--- config.mk ---
export PLATFORM = sky130hd
export DESIGN_NAME = mul_iter_unit
export DESIGN_NICKNAME = d
export VERILOG_FILES = /design/src/rtl/mul_iter_unit.sv
export SDC_FILE = /design/constraint.sdc
export NUM_CORES = 1
export LEC_CHECK = 0
export CORE_ASPECT_RATIO = 1.4
export CORE_MARGIN = 2
export CORE_UTILIZATION = 35
export CTS_BUF_LIST = sky130_fd_sc_hd__clkbuf_8 sky130_fd_sc_hd__clkbuf_16
export CTS_CLUSTER_SIZE = 25
export DETAILED_ROUTE_END_ITERATION = 8
export MAX_ROUTING_LAYER = met4
export PLACE_DENSITY_LB_ADDON = 0.3
export REMOVE_ABC_BUFFERS = 1
export SETUP_SLACK_MARGIN = 0.4
export SYNTH_ARGS = -nofsm -noshare
export SYNTH_HDL_FRONTEND = slang
export SYNTH_SLANG_ARGS = --single-unit
--- constraint.sdc ---
create_clock -name clk -period 7.9 [get_ports clk]
set_clock_uncertainty 0.05 [all_clocks]
set_input_delay 1.58 -clock clk [delete_from_list [all_inputs] [get_ports clk]]
set_output_delay 1.58 -clock clk [all_outputs]
set_load 0.01 [all_outputs]
--- src/rtl/mul_iter_unit.sv ---
`default_nettype none
// ============================================================================
// Module   : mul_iter_unit
// Purpose  : Radix-2 shift-add multiplier (low WIDTH bits of Rm*Rs) with
//            optional early termination and a start/busy/done handshake.
// Revision : 1.0 - initial release
// ============================================================================
module mul_iter_unit #(
    parameter int WIDTH      = 32,
    parameter int EARLY_TERM = 1
) (
    input  logic             clk,
    input  logic             rst,
    input  logic             start,
    input  logic             flush,
    input  logic [WIDTH-1:0] Rm_in,
    input  logic [WIDTH-1:0] Rs_in,
    output logic             busy,
    output logic             done,
    output logic [WIDTH-1:0] product
);

    localparam int CW = (WIDTH > 1) ? $clog2(WIDTH) : 1;
    localparam logic [CW-1:0] c_last_count = CW'(WIDTH - 1);

    localparam logic [1:0] S_IDLE = 2'd0;
    localparam logic [1:0] S_RUN  = 2'd1;
    localparam logic [1:0] S_DONE = 2'd2;

    logic [1:0]       r_state;
    logic [1:0]       w_state_next;
    logic [WIDTH-1:0] r_mcand;
    logic [WIDTH-1:0] r_mplier;
    logic [WIDTH-1:0] r_acc;
    logic [CW-1:0]    r_count;
    logic [WIDTH-1:0] r_product;

    logic [WIDTH-1:0] w_acc_next;
    logic             w_final;
    logic             w_accept;

    assign w_acc_next = r_mplier[0] ? (r_acc + r_mcand) : r_acc;
    // Early exit once no set multiplier bits remain beyond the current one
    assign w_final    = (r_count == c_last_count) ||
                        ((EARLY_TERM != 0) && ((r_mplier >> 1) == '0));
    assign w_accept   = (r_state != S_RUN) && start && !flush;

    always_ff @(posedge clk) begin
        if (rst) begin
            r_state <= S_IDLE;
        end else begin
            r_state <= w_state_next;
        end
    end

    always_comb begin
        w_state_next = r_state;
        if (flush) begin
            w_state_next = S_IDLE;
        end else begin
            case (r_state)
                S_RUN:   w_state_next = w_final ? S_DONE : S_RUN;
                default: w_state_next = start ? S_RUN : S_IDLE;
            endcase
        end
    end

    always_comb begin
        busy    = (r_state == S_RUN);
        done    = (r_state == S_DONE);
        product = r_product;
    end

    always_ff @(posedge clk) begin
        if (rst) begin
            r_mcand   <= '0;
            r_mplier  <= '0;
            r_acc     <= '0;
            r_count   <= '0;
            r_product <= '0;
        end else if (w_accept) begin
            r_mcand  <= Rm_in;
            r_mplier <= Rs_in;
            r_acc    <= '0;
            r_count  <= '0;
        end else if ((r_state == S_RUN) && !flush) begin
            r_acc    <= w_acc_next;
            r_mcand  <= r_mcand << 1;
            r_mplier <= r_mplier >> 1;
            r_count  <= r_count + 1'b1;
            if (w_final) begin
                r_product <= w_acc_next;
            end
        end
    end

endmodule
`default_nettype wire

==> run summary <==
Multi-input logic area: 0.00433 mm2
Top cell type's share of synthesized area: 0.356
Dpl hpwl: 13400 um
RD Place Congestion: 0.905
Cell count of the worst hold path: 2
Clk Latency, worst-skew pair: 430 ps
H-tree Lvls: 4
Distinct cells, synth: 65
Period Utilization, post-route: 0.491
Hold Path Sink: product[2]$_SDFFE_PP0P_
Pin count of the biggest net entering global routing: 103
# DRC: 0
Worst R2R Start: r_mcand[0]$_SDFFE_PP0P_
Worst Hold Class: register to register
Port bufs: 101
Synth area leaders: dfxtp_1 (36%), nor2_1 (9.3%), a31oi_1 (5.7%)
N_diodes: 0
Dominant synthesized flop cell: dfxtp_1
Detailed Route Iter0 Violations: 402
Hold Crit Start: product[2]$_SDFFE_PP0P_
Core Footprint: 0.0212 mm2
Full die area: 0.0229 mm2
Max_cap viols: 0
Place WS: 3680 ps
Met2 routed WL: 10100 um
Vias in the first global route: 6604
Via Count: 7033
M1 WL: 8810 um
Sink Count: 135
Buffer levels on the longest clock path: 2
Worst setup margin: 4020 ps
Grt ovf: 0
Die width: 128 um
Area after DPL: 0.00870 mm2
Top Metal Used: met4
R2R setup slack: 4870 ps
Post-route setup TNS: 0 ps
Vias per Instance: 5.35
Row count: 63
Setup crit end kind: register
Final nets: 1144
Kind of critical path: input pin to register
Max Fanout on Critical Path: 40
# IOs: 102
Syn avg cell area: 7.67 um2
Design area: 0.00930 mm2
Initial antenna violation count: 0
Static leakage: 3.80 nW
Cell area after synthesis: 0.00759 mm2
Met3 Wirelength: 647 um
Post-CTS resize count: 0
Most frequent cells in the layout: nor2_1 (188), dfxtp_1 (134), clkdlybuf4s50_1 (98), inv_1 (74), a31oi_1 (69)
VDD IR max: 159 uV
Clk root buf: clkbuf_16
Tmin final: 3880 ps
Cell Pwr Density: 190 mW/mm2
FF-to-FF path depth: 11
Synthesis-to-finish area growth: 22.5%
Seq cells post-synth: 135
WL/cell: 15.2 um
Pre-antenna DRT Iters: 4
Max Clk Rate: 258 MHz
Post-Route WL: 20000 um
Fin Hold WS: 411 ps
Ratio of cells with drive above 1 in the final layout: 0.0645
Final Setup Violations: 0
Reg2reg end: r_acc[30]$_SDFFE_PP0P_
Post-cts hold buffer count: 0
GR Util All Layers: 0.184
Startpoint Class: input pin
Fraction of the yosys area taken by sequential cells: 0.356
Yosys warning count: 0
Post-synth EDFFs: 0
Setup bufs post-CTS: 0
Worst-margin pin slew: 978 ps
Commonest non-fill, non-tap cell in the layout: nor2_1
Clock Pin Slew Worst Setup and Hold Paths: 70 ps
Seq. cell area: 0.00270 mm2
First-pass GRT wire length: 32800 um
Worst EP required: 8140 ps
RSZ-0062 raised after global routing: no
Relative slew slack: 0.348
Fin. Hold Viols: 0
Post-DRT Antenna Nets: 0
Clock buffer count from CTS: 17
Initial Utilization: 0.358
Filler cell count: 2164
TritonCTS clock tree: done
Arrival time worst endpoint: 4120 ps
Die height: 178 um
Synthesized netlist cell count: 989
Final Max Slew Viols: 0
Status: finished clean
Post-synth ARST share: 0
Largest area contributor in the netlist: dfxtp_1
per-stage QoR:
stage | utilization | cells | total power, mW
2_1_floorplan | - | 913 | 0.885
4_1_cts | 0.439 | 1315 | 1.79
6_report | 0.439 | 1315 | 1.77
5_1_grt | 0.439 | 1315 | 1.85
3_5_place_dp | 0.410 | 1283 | 0.977
3_3_place_gp | 0.410 | 1283 | 0.974
cells by family after synthesis:
family / count (synthesis) / share of synthesized area
AND/OR/NAND/NOR: 316 / 0.180
AO/OA/AOI/OAI: 298 / 0.261
buffers and inverters: 149 / 0.0755
flip-flops: 135 / 0.356
adder cells (fa/ha/maj): 34 / 0.0570
XOR/XNOR: 32 / 0.0369
multiplexers: 25 / 0.0331
synthesized netlist by cell type (all sizes together), types with 2 or more instances:
cell,instances
nor4b,2
nor2,188
a22oi,3
ha,33
nor2b,3
xnor2,15
a21oi,51
o211ai,7
nand2b,8
inv,73
and3,2
nand4,12
nand3,5
a31oi,70
buf,20
a22o,2
mux2i,24
nor3,11
a211oi,39
o21bai,7
and2,3
a21o,17
xor2,17
o21ai,22
o22ai,62
or2,4
nand3b,2
and4,2
a41oi,2
clkbuf,56
o21a,4
nor4,9
nand2,64
dfxtp,135
o31ai,3
worst max-delay path by stage:
stage | from | endpoint | slack, ps | cells past startpoint
after floorplan | r_state[1]$_SDFF_PP0_ | product[28]$_SDFFE_PP0P_ | 2420 | 7
after global placement | flush | r_acc[28]$_SDFFE_PP0P_ | 3720 | 8
after detailed placement | flush | r_acc[28]$_SDFFE_PP0P_ | 3680 | 8
after CTS | flush | r_acc[28]$_SDFFE_PP0P_ | 4110 | 8
after global routing | flush | r_acc[28]$_SDFFE_PP0P_ | 3840 | 8
final | flush | r_acc[26]$_SDFFE_PP0P_ | 4020 | 8
area by class of cell:
cell class	count	share of cell area
clock buffer	17	0.0457
clock inverter	15	0.0183
inverter	73	0.0295
multi-input combinational	705	0.466
sequential	135	0.291
tap	260	0.0350
timing repair buffer	110	0.115
registers in the layout (all words and copies together) (netlist names):
name,count
product,32
r_count,5
r_mplier,32
r_acc,32
r_state,2
r_mcand,32
power by group:
| part | total, mW | switching (mW) | internal, mW |
|---|---|---|---|
| clock | 0.806 | 0.332 | 0.473 |
| combinational | 0.230 | 0.127 | 0.102 |
| sequential | 0.733 | 0.0241 | 0.709 |
critical path, cell delays in order:
cell     delay, ps
buf_2          650
buf_4          470
nor2_1         120
buf_4          240
nand2_1        630
nor2_1         130
a21oi_1        170
a21oi_1         90
metal layers:
layer,global-route usage,vias to the layer above
met5,-,-
met4,0.0678,0
met3,0.0324,24
met2,0.319,151
met1,0.212,3246
li1,-,3612
No activity file was read; power rests on OpenSTA's default activity.
